===== config.mk =====
export PLATFORM = sky130hd
export DESIGN_NAME = cpu_ctrl
export DESIGN_NICKNAME = d
export VERILOG_FILES = /design/src/rtl/cpu_ctrl.sv
export SDC_FILE = /design/constraint.sdc
export NUM_CORES = 1
export LEC_CHECK = 0
export BUFFER_PORTS_ARGS = -buffer_cell sky130_fd_sc_hd__buf_4
export CORE_ASPECT_RATIO = 1.1
export CORE_UTILIZATION = 64
export CTS_CLUSTER_SIZE = 14
export DETAILED_ROUTE_END_ITERATION = 8
export PLACE_DENSITY = 0.87
export SETUP_SLACK_MARGIN = 0.02
export SLEW_MARGIN = 20
export SYNTH_ARGS = -nofsm -noshare
export SYNTH_HDL_FRONTEND = slang
export SYNTH_SLANG_ARGS = --single-unit

===== constraint.sdc =====
create_clock -name clk -period 6.5 [get_ports clk]
set_input_delay 0.65 -clock clk [delete_from_list [all_inputs] [get_ports clk]]
set_output_delay 0.65 -clock clk [all_outputs]
set_load 0.02 [all_outputs]

===== src/rtl/cpu_ctrl.sv =====
// Mini-CPU control unit: captures an instruction on a button press, runs it over a
// 16x16 register file and holds the result for the LCD stage. Optional: CPU_SATURATE_EN.
module cpu_ctrl #(
    parameter int unsigned SHOW_CYCLES = 4_000_000
) (
    input  logic        clk,
    input  logic        rst_n,
    input  logic [17:0] sw,
    input  logic        send_n,
    output logic [3:0]  estadoCpu,
    output logic [2:0]  opcode,
    output logic [3:0]  reg1,
    output logic [3:0]  reg2,
    output logic [3:0]  reg3,
    output logic [15:0] result,
    output logic        busy
);

    localparam int unsigned DATA_W = 16;
    localparam int unsigned NREGS  = 16;
    localparam int unsigned CNT_W  = (SHOW_CYCLES > 1) ? $clog2(SHOW_CYCLES) : 1;

    localparam logic [2:0] OP_LOAD    = 3'd0;
    localparam logic [2:0] OP_ADD     = 3'd1;
    localparam logic [2:0] OP_ADDI    = 3'd2;
    localparam logic [2:0] OP_SUB     = 3'd3;
    localparam logic [2:0] OP_SUBI    = 3'd4;
    localparam logic [2:0] OP_MUL     = 3'd5;
    localparam logic [2:0] OP_CLEAR   = 3'd6;
    localparam logic [2:0] OP_DISPLAY = 3'd7;

    typedef enum logic [3:0] {
        S_IDLE      = 4'd0,
        S_FETCH     = 4'd1,
        S_DECODE    = 4'd2,
        S_EXECUTE   = 4'd3,
        S_WRITEBACK = 4'd4,
        S_SHOW      = 4'd5
    } state_t;

    state_t                    r_state;
    logic                      r_sync1;
    logic                      r_sync2;
    logic                      r_sync3;
    logic                      w_press;
    logic signed [6:0]         r_imm7;
    logic signed [DATA_W-1:0]  r_imm;
    logic signed [DATA_W-1:0]  r_a;
    logic signed [DATA_W-1:0]  r_b;
    logic        [DATA_W-1:0]  r_d;
    logic        [DATA_W-1:0]  r_v;
    logic        [DATA_W-1:0]  w_v;
    logic        [CNT_W-1:0]   r_cnt;
    logic        [DATA_W-1:0]  r_regs [NREGS];

    // Sign-magnitude view of a two's-complement value; -32768 clamps to magnitude 32767.
    function automatic logic [DATA_W-1:0] to_sm(input logic [DATA_W-1:0] v);
        logic [DATA_W-2:0] mag;
        mag = ~v[DATA_W-2:0] + 15'd1;
        if (!v[DATA_W-1])
            return {1'b0, v[DATA_W-2:0]};
        else if (v == 16'h8000)
            return 16'hFFFF;
        else
            return {1'b1, mag};
    endfunction

`ifdef CPU_SATURATE_EN
    logic signed [DATA_W:0]     w_add;
    logic signed [DATA_W:0]     w_addi;
    logic signed [DATA_W:0]     w_sub;
    logic signed [DATA_W:0]     w_subi;
    logic signed [2*DATA_W-1:0] w_prod;

    assign w_add  = 17'(r_a) + 17'(r_b);
    assign w_addi = 17'(r_a) + 17'(r_imm);
    assign w_sub  = 17'(r_a) - 17'(r_b);
    assign w_subi = 17'(r_a) - 17'(r_imm);
    assign w_prod = 32'(r_a) * 32'(r_imm);

    function automatic logic [DATA_W-1:0] sat17(input logic signed [DATA_W:0] x);
        if (x > 17'sd32767)
            return 16'h7FFF;
        else if (x < -17'sd32767)
            return 16'h8001;
        else
            return 16'(x);
    endfunction

    function automatic logic [DATA_W-1:0] sat32(input logic signed [2*DATA_W-1:0] x);
        if (x > 32'sd32767)
            return 16'h7FFF;
        else if (x < -32'sd32767)
            return 16'h8001;
        else
            return 16'(x);
    endfunction
`endif

    // ALU: value produced by the latched instruction
    always_comb begin
        w_v = '0;
        case (opcode)
            OP_LOAD:    w_v = r_imm;
`ifdef CPU_SATURATE_EN
            OP_ADD:     w_v = sat17(w_add);
            OP_ADDI:    w_v = sat17(w_addi);
            OP_SUB:     w_v = sat17(w_sub);
            OP_SUBI:    w_v = sat17(w_subi);
            OP_MUL:     w_v = sat32(w_prod);
`else
            OP_ADD:     w_v = r_a + r_b;
            OP_ADDI:    w_v = r_a + r_imm;
            OP_SUB:     w_v = r_a - r_b;
            OP_SUBI:    w_v = r_a - r_imm;
            OP_MUL:     w_v = 16'(r_a * r_imm);
`endif
            OP_CLEAR:   w_v = '0;
            OP_DISPLAY: w_v = r_d;
            default:    w_v = '0;
        endcase
    end

    // Button synchroniser; r_sync3 is the edge-detect history flop
    always_ff @(posedge clk or negedge rst_n) begin
        if (!rst_n) begin
            r_sync1 <= 1'b1;
            r_sync2 <= 1'b1;
            r_sync3 <= 1'b1;
        end else begin
            r_sync1 <= send_n;
            r_sync2 <= r_sync1;
            r_sync3 <= r_sync2;
        end
    end

    assign w_press   = r_sync3 & ~r_sync2;
    assign estadoCpu = r_state;

    // Sequencer, register file and output registers
    always_ff @(posedge clk or negedge rst_n) begin
        if (!rst_n) begin
            r_state <= S_IDLE;
            busy    <= 1'b0;
            opcode  <= '0;
            reg1    <= '0;
            reg2    <= '0;
            reg3    <= '0;
            result  <= '0;
            r_imm7  <= '0;
            r_imm   <= '0;
            r_a     <= '0;
            r_b     <= '0;
            r_d     <= '0;
            r_v     <= '0;
            r_cnt   <= '0;
            for (int i = 0; i < int'(NREGS); i++) r_regs[i] <= '0;
        end else begin
            case (r_state)
                S_IDLE: begin
                    if (w_press) begin
                        r_state <= S_FETCH;
                        busy    <= 1'b1;
                        opcode  <= sw[17:15];
                        reg1    <= sw[14:11];
                        reg2    <= sw[10:7];
                        reg3    <= sw[6:3];
                        r_imm7  <= sw[6:0];
                    end
                end
                S_FETCH: begin
                    r_a     <= r_regs[reg2];
                    r_b     <= r_regs[reg3];
                    r_d     <= r_regs[reg1];
                    r_imm   <= 16'(r_imm7);
                    r_state <= S_DECODE;
                end
                S_DECODE: begin
                    r_v     <= w_v;
                    r_state <= S_EXECUTE;
                end
                S_EXECUTE: begin
                    if (opcode == OP_CLEAR) begin
                        for (int i = 0; i < int'(NREGS); i++) r_regs[i] <= '0;
                    end else if (opcode != OP_DISPLAY) begin
                        r_regs[reg1] <= r_v;
                    end
                    result  <= to_sm(r_v);
                    r_state <= S_WRITEBACK;
                end
                S_WRITEBACK: begin
                    r_cnt   <= '0;
                    r_state <= S_SHOW;
                end
                S_SHOW: begin
                    if (r_cnt == CNT_W'(SHOW_CYCLES - 1)) begin
                        r_cnt   <= '0;
                        r_state <= S_IDLE;
                        busy    <= 1'b0;
                    end else begin
                        r_cnt <= r_cnt + 1'b1;
                    end
                end
                default: begin
                    r_state <= S_IDLE;
                    busy    <= 1'b0;
                end
            endcase
        end
    end

endmodule

# Word level (Yosys, flattened, before mapping)
# Cells that the tools add are included.
[word_totals]
register_bits = 395
latchBits = 0
mem_bits_rw = 0
romBits = 0
in_bits = 21
memories = 0
[classes]
n_addsub = 6
n_mul = 1
div = 0
order_cmp = 4
n_eq_ne = 17
shifts = 0
n_mux = 25
n_bitwise = 7
reduce_logical = 10
[op_table]
columns = ["op", "n"]
rows = [
  ["256-bit 2-to-1 mux", 2],
  ["256-bit bitwise mux", 1],
  ["16-bit binary-select mux with 4-bit select", 3],
  ["16-bit 2-to-1 mux", 8],
  ["16-bit case mux with 8 select lines", 1],
  ["16-bit demux with 4-bit select", 1],
  ["22-bit case mux with 2 select lines", 1],
  ["4-bit case mux with 6 select lines", 1],
  ["22-bit by 1-bit adder with 22-bit output (second input constant)", 1],
  ["22-bit equality test (second input constant)", 1],
  ["22-bit 2-to-1 mux", 1],
  ["16-bit adder", 1],
  ["16-bit by 7-bit adder with 16-bit output", 1],
  ["16-bit equality test (second input constant)", 1],
  ["16-bit by 7-bit multiplier with 16-bit output", 1],
  ["16-bit subtractor", 1],
  ["16-bit by 7-bit subtractor with 16-bit output", 1],
  ["15-bit by 1-bit adder with 15-bit output (second input constant)", 1],
  ["5-bit greater-or-equal comparator (second input constant)", 3],
  ["15-bit 2-to-1 mux", 1],
  ["15-bit NOT", 1],
  ["4-bit NOT with 5-bit output", 3],
  ["3-bit equality test (second input constant)", 4],
  ["4-bit by 2-bit equality test with 1-bit output (second input constant)", 2],
  ["19 further kinds", 28],
]

# Longest topological paths before layout
# Gate-level depths: netlist of the first run.
[logic_depth]
ltp_word = 8
depth_mapped = 20
mapped_depth_nobuf = 18

# Worst setup path before layout of the first run
# No wires, ideal clock.
[synth_timing]
path_type = "register -> register"
start = "register r_imm[1]"
end = "register r_v[15]"
setup_time_ns = 0.082
arrival_time_ns = 4.611
t_required_ns = 6.418
slack_ns = 1.808
path_stages_with_launch = 20
n_path_buf = 2
period_less_slack_ns = 4.692
cell_sequence = "dfrtp_1 -> clkbuf_1 -> clkbuf_1 -> nand2_1 -> fa_1 -> fa_1 -> inv_1 -> fa_1 -> inv_1 -> fa_1 -> inv_1 -> ha_1 -> o21a_1 -> o31a_1 -> nor4_1 -> o31ai_1 -> o41ai_1 -> xnor2_1 -> o21ai_0 -> a31oi_1"
[synth_via]
elab_chain_len = 2
word_cells_on_any_way = 4
[synth_lines]
columns = ["item", "line", "source"]
rows = [
  ["start, declared", "47", "logic signed [DATA_W-1:0] r_imm;"],
  ["start signal, assigned", "175", "r_imm <= 16'(r_imm7);"],
  ["16-bit by 7-bit multiplier with 16-bit output (tied with other cells)", "116", "OP_MUL: w_v = 16'(r_a * r_imm);"],
  ["16-bit case mux with 8 select lines *", "103", "case (opcode)"],
  ["end signal, assigned", "179", "r_v <= w_v;"],
  ["end, declared", "51", "logic [DATA_W-1:0] r_v;"],
]
# Every way passes the cells marked *; elsewhere a longest branch is shown, timed or not.
# A chain may end at the register's enable or synchronous reset.

# Worst setup path in the final report of the first run
[layout_timing]
start = "register, netlist name r_imm[6]"
end = "register r_v[15]"
[layout_via]
elab_chain_len = 2
word_cells_on_any_way = 4
[layout_lines]
columns = ["item", "line"]
rows = [
  ["16-bit by 7-bit multiplier with 16-bit output (tied with other cells)", "116"],
  ["16-bit case mux with 8 select lines *", "103"],
]
# Marked as above.

==> flow_summary.yaml, run 1 <==
cells_and_area:
  layout.cells.most_common: "dfrtp_1"
  drive_gt1_share_pct: 21.21
  final_cell_mix: "dfrtp_1, o21ai_0, nand3_1"
  final_nets: 2388
  fin_cells: 2802
  syn2layout_area_growth_pct: 7.585
  fill_cells: 2549
power_and_ir_drop:
  power.leakage_nw: 11.60
  power.switching_mw: 7.214
  p_per_area_mw_per_mm2: 581.2
  p_sw_share_pct: 45.24
  pwr-share-comb_pct: 54.3
  p_int_mw: 8.734
  clkPwrFrac_pct: 15.1
  vdd_drop_max_uv: 596.2
  finalPower_mw: 15.95
  sequentialPowerShare_pct: 30.6
critical_path:
  max_stage_delay_ps: 580
  r2r_start: "r_imm[6]"
  cp_cell_sequence: "clkinv_1, nor2_1, fa_1, fa_1, fa_1, inv_1, fa_1, inv_1, ha_1, o21a_1, o31a_1, nor4_1, o31ai_1, o41ai_1, xnor2_1, o21ai_0, a31oi_1"
  reg2reg_to: "r_v[15]"
  cp.arrival_ps: 5640
  critPathKind: "reg -> reg"
  reg2reg_slack_ps: 1350
  worst_path_max_delay_cell: "dfrtp_1"
  cp_common_cell: "fa_1"
  cp-start-kind: "register"
  end_kind: "register"
  cp_max_fo: 12
  worstRegToRegCells: 17
  required_ps: 6990
sta:
  drv_slew: 0
  setup_ws_ps: 1351
  fin_crit_ps: 5149
  relSlewSlack_pct: 21.96
  clock-skew-final_ps: 20.04
  finalSetupTns_ps: 0
  hold_viol: 0
  tightest_slew_ps: 1168
  finalCritPeriodShare_pct: 79.22
  rsz0062_at_grt: "no"
  final-setup-viol-count: 0
  fmaxAchievable_mhz: 194.2
outcome:
  status: "completed"
run:
  max_cap_viol_count: 0
place:
  dpl.hpwl_mm: 46.87
  pre_cts_ws_ps: 1425
  gp_congestion: 1.018
  io_buffers: 55
  placed_cells: 2724
routing:
  drc: 0
  drtPass1Iterations: 7
  routedWlPerCell_um: 26.71
  vias: 20664
  wl_mm: 74.83
  routed_via_density: 7.375
  postRouteAntennaNets: 0
  drt-initial-drc-count: 2777
synthesis:
  ys_ff_latch: 390
  synth_cell_types: 73
  syn_area_mm2: 0.02550
  avgSynthCellArea_um2: 10.94
  syn_inst: 2331
  synth_async_sr_flop_share_pct: 100.0
  synthFlopType: "dfrtp_1"
  ys_warn_count: 0
  ys_seq_area_share_pct: 38.28
  synth_edf_count: 0
  synthesis.nets: 2460
hold_path:
  hold_path.class: "in -> async"
cts:
  cts_sinks: 390
  htreeDepth: 2
  ctsHoldBuffers: 0
  cts_tree: "yes"
  clockBufferDepth: 3
  cts_setup_buffers: 0
  clockRootBuffer: "clkbuf_16"
  cts_buffers: 40
  cts.clk_slew.worst_paths_ps: 70
  clk_latency_ps: 570
  cts.repair.resized: 0
die:
  die_x_um: 192.3
  core_mm2: 0.03918
  row_count: 76
  num_io_pins: 57
  die-area_mm2: 0.04065
  die_h_um: 211.4
  start_util_pct: 65.10
global_routing:
  grt_pass1_vias: 21027
  grt_pass1_wl_mm: 117.7
  gr-total-overflow: 0
  grtUsageTotal_pct: 38.23
  grt_antenna_before_repair: 7
  grt_max_degree: 185
[routing by layer]
metal / up-vias / wire length [µm] / GRT usage (%)
met5: - / 51 / 0
met4: 8 / 5123 / 24.30
met3: 435 / 8927 / 11.09
met2: 1548 / 35400 / 59.71
met1: 10194 / 25330 / 46.76
li1: 8479 / - / -
[synth_stat cells, types with 54 or more instances]
| library cell | count | area share (%) |
|---|---|---|
| and2_1 | 63 | 1.5 |
| clkbuf_1 | 155 | 2.3 |
| dfrtp_1 | 387 | 38 |
| fa_1 | 54 | 4.2 |
| ha_1 | 54 | 2.6 |
| inv_1 | 94 | 1.4 |
| mux2_2 | 68 | 3.0 |
| mux4_2 | 240 | 21 |
| nand2_1 | 145 | 2.1 |
| nand3_1 | 278 | 5.5 |
| nor2_1 | 79 | 1.2 |
| o21ai_0 | 350 | 6.9 |
[power groups by stage]
stage | combinational (mW) | sequential [mW] | clock, mW
2_1_floorplan | 6.65 | 4.10 | 0
3_3_place_gp | 8.20 | 4.65 | 0
3_5_place_dp | 8.41 | 4.79 | 0
4_1_cts | 8.51 | 4.79 | 2.39
5_1_grt | 9.32 | 4.99 | 2.49
6_report | 8.66 | 4.88 | 2.40
[logic make-up (layout without fill, tap and decap cells)]
family / after synthesis / in the layout / share of synthesized area, %
flops: 390 / 390 / 38.28
buf+inv: 298 / 258 / 4.592
simple gates: 668 / 668 / 12.98
other cells: 1 / 5 / 0.01470
fa+ha+maj: 108 / 108 / 6.888
xor+xnor: 54 / 54 / 1.854
compound gates: 492 / 492 / 10.70
mux: 320 / 320 / 24.69
[state kept, by name, summed over array words and instances (netlist names), 4 cells and up]
name	count
r_imm	7
r_a	16
r_regs	256
r_cnt	22
r_b	16
reg3	4
reg2	4
reg1	4
r_d	16
r_v	16
result	16
[how the worst max path moves through the flow]
| stage | start | end | slack (ps) | cells after the start |
|---|---|---|---|---|
| after floorplan | r_imm[1] | r_v[15] | 1810 | 19 |
| after global placement | r_imm[6] | r_v[15] | 1540 | 17 |
| after detailed placement | r_imm[6] | r_v[15] | 1420 | 17 |
| after CTS | r_imm[6] | r_v[15] | 1380 | 17 |
| after global routing | r_imm[6] | r_v[15] | 900 | 17 |
| final | r_imm[6] | r_v[15] | 1350 | 17 |
[critical path, delay by kind of cell, from the launching register on]
kind            cells  cell delay [ps]
compound gates      6             1060
xor+xnor            1              170
flops               1              580
fa+ha+maj           5             2190
simple gates        2              550
buf+inv             3              540
[stage by stage]
step / utilization (%) / hold WS, ps / area [µm²]
6_report: 70.03 / 4.282 / 27440
5_1_grt: 70.01 / 56.97 / 27430
4_1_cts: 69.99 / 37.92 / 27420
3_5_place_dp: 66.55 / 348.5 / 26070
3_3_place_gp: 66.55 / 347.7 / 26070
2_1_floorplan: - / 345.2 / 25500
[layout make-up]
class / count / area, µm² / area share [%]
multi-input cells: 1643 / 14610 / 53.24
flip-flops and latches: 390 / 9778 / 35.64
clock buffers: 66 / 1241 / 4.524
repair buffers: 89 / 704.4 / 2.567
well taps: 507 / 634.4 / 2.312
inverters: 95 / 356.6 / 1.300
clock inverters: 8 / 105.1 / 0.3831
diodes: 4 / 10.01 / 0.03648
Power figures use the tool's default switching activity.
==> run 2: changes to the inputs <==
- clock period: 6.5 -> 4.85 ns (I/O delays scaled with it)
==> flow_summary.yaml, run 2 (synthesis gave the netlist of run 1 again) <==
routing:
  drc: 0
  drtPass1Iterations: 6
  postRouteAntennaNets: 0
  routed_via_density: 7.404
  wl_mm: 78.37
  drt-initial-drc-count: 3126
  vias: 21012
  routedWlPerCell_um: 27.61
global_routing:
  grt_antenna_before_repair: 5
  grtUsageTotal_pct: 40.17
  gr-total-overflow: 0
  grt_pass1_vias: 21040
  grt_pass1_wl_mm: 121.4
  grt_max_degree: 150
critical_path:
  worstRegToRegCells: 18
  reg2reg_to: "r_v[15]"
  reg2reg_slack_ps: 230
  cp-start-kind: "register"
  cp.arrival_ps: 5120
  crit_end: "r_v[15]"
  worst_path_max_delay_cell: "fa_1"
  max_stage_delay_ps: 550
  r2r_start: "r_imm[3]"
  critPathKind: "reg -> reg"
  crit_path_start: "r_imm[3]"
  cp_common_cell: "fa_1"
  cp_cell_sequence: "buf_4, nand2_1, fa_1, fa_1, inv_1, fa_1, inv_1, fa_1, inv_1, ha_1, o21a_1, o31a_1, nor4_2, o31ai_2, o41ai_2, xnor2_1, o21ai_0, a31oi_1"
  end_kind: "register"
  required_ps: 5350
  cp_max_fo: 4
sta:
  holdWs_ps: 14.77
  clock-skew-final_ps: 23.23
  drv_slew: 0
  setup_ws_ps: 225.7
  fin_crit_ps: 4624
  hold_viol: 0
  fmaxAchievable_mhz: 216.3
  final-setup-viol-count: 0
  relSlewSlack_pct: 30.90
  finalCritPeriodShare_pct: 95.35
  tightest_slew_ps: 1037
cells_and_area:
  final_nets: 2427
  fill_cells: 2582
  drive_gt1_share_pct: 22.83
  utilization_pct: 71.00
  final_cell_mix: "dfrtp_1, o21ai_0, nand3_1"
  regMostFlops: "r_regs"
  top_regs: "r_regs x256, r_cnt x22"
  syn2layout_area_growth_pct: 9.062
  layout.cells.most_common: "dfrtp_1"
  largest_register_ffs: 256
place:
  pre_cts_ws_ps: 36.97
  dpl.hpwl_mm: 51.15
  io_buffers: 55
  gp_congestion: 0.9822
power_and_ir_drop:
  finalPower_mw: 21.90
  vdd_drop_max_uv: 754.9
  p_per_area_mw_per_mm2: 787.4
  power.leakage_nw: 11.82
run:
  max_cap_viol_count: 0
die:
  core_mm2: 0.03918
  die-area_mm2: 0.04065
  die_x_um: 192.3
  start_util_pct: 65.10
  die_h_um: 211.4
  num_io_pins: 57
  row_count: 76
hold_path:
  hold_path_startpoint: "send_n"
  hold_path.class: "in -> reg"
cts:
  clockRootBuffer: "clkbuf_16"
  clockBufferDepth: 3
  cts_buffers: 42
  cts_sinks: 390
  cts_tree: "yes"
  htreeDepth: 2
  clk_latency_ps: 590
  cts.clk_slew.worst_paths_ps: 60
outcome:
  status: "completed"
-- run 2: changes by cell type in the layout (fill, tap and decap cells not counted), sizes merged --
cell,before,now
buf,89,125
bufinv,2,3
clkbuf,66,64
clkinvlp,0,2
diode,4,1
dlygate4sd3,0,1
inv,95,96
-- run 2: final cells by class --
cell class | instances | area [µm²] | share of cell area [%]
sequential | 390 | 9786 | 35.18
clock buffer | 64 | 1225 | 4.404
antenna | 1 | 2.502 | 0.008997
tap | 507 | 634.4 | 2.281
timing repair buffer | 126 | 1051 | 3.779
clock inverter | 12 | 147.6 | 0.5308
inverter | 95 | 357.8 | 1.287
multi-input combinational | 1643 | 14610 | 52.53
-- run 2: report_power, final --
group          switching [mW]  internal (mW)  leakage [nW]
Combinational            6.59           5.56          5.92
Clock                    1.37           1.90         0.668
Sequential               1.99           4.50          5.22
-- run 2: per-stage QoR --
step | cell area (µm²) | instances | TNS, ps
final | 27810 | 2838 | 0
after global routing | 27810 | 2837 | -32.78
after CTS | 27760 | 2836 | 0
after detailed placement | 26370 | 2759 | 0
after global placement | 26370 | 2759 | 0
after floorplan | 25500 | 2331 | 0
-- run 2: worst min path at each step --
stage / end / cells past startpoint
detailed placement: r_sync2 / 0
finish: r_sync1 / 1
floorplan: busy / 0
global placement: r_sync3 / 0
CTS: r_sync1 / 1
global route: r_sync1 / 1
-- run 2: critical path: cells and delay by family (launching register included) --
| family | cells | cell delay (ps) |
|---|---|---|
| simple gates | 2 | 330 |
| flops | 1 | 420 |
| fa+ha+maj | 5 | 2270 |
| xor+xnor | 1 | 160 |
| buf+inv | 4 | 300 |
| compound gates | 6 | 1070 |
-- run 2: layer usage --
metal	up-vias	share of wire (%)	global-route usage, %
met4	8	7.0	24.36
met3	462	13	11.70
met5	-	0.068	0
met2	1676	47	62.12
li1	8553	-	-
met1	10313	33	50.17
-- run 2: what timing repair did --
item / CTS / global route
buffers inserted: 0 / 1
resized for setup: 1 / 15
hold endpoints to repair: 6 / 0
hold buffers: 1 / 0
pin swaps: 0 / 5
endpoints found under the setup margin: 1 / 6
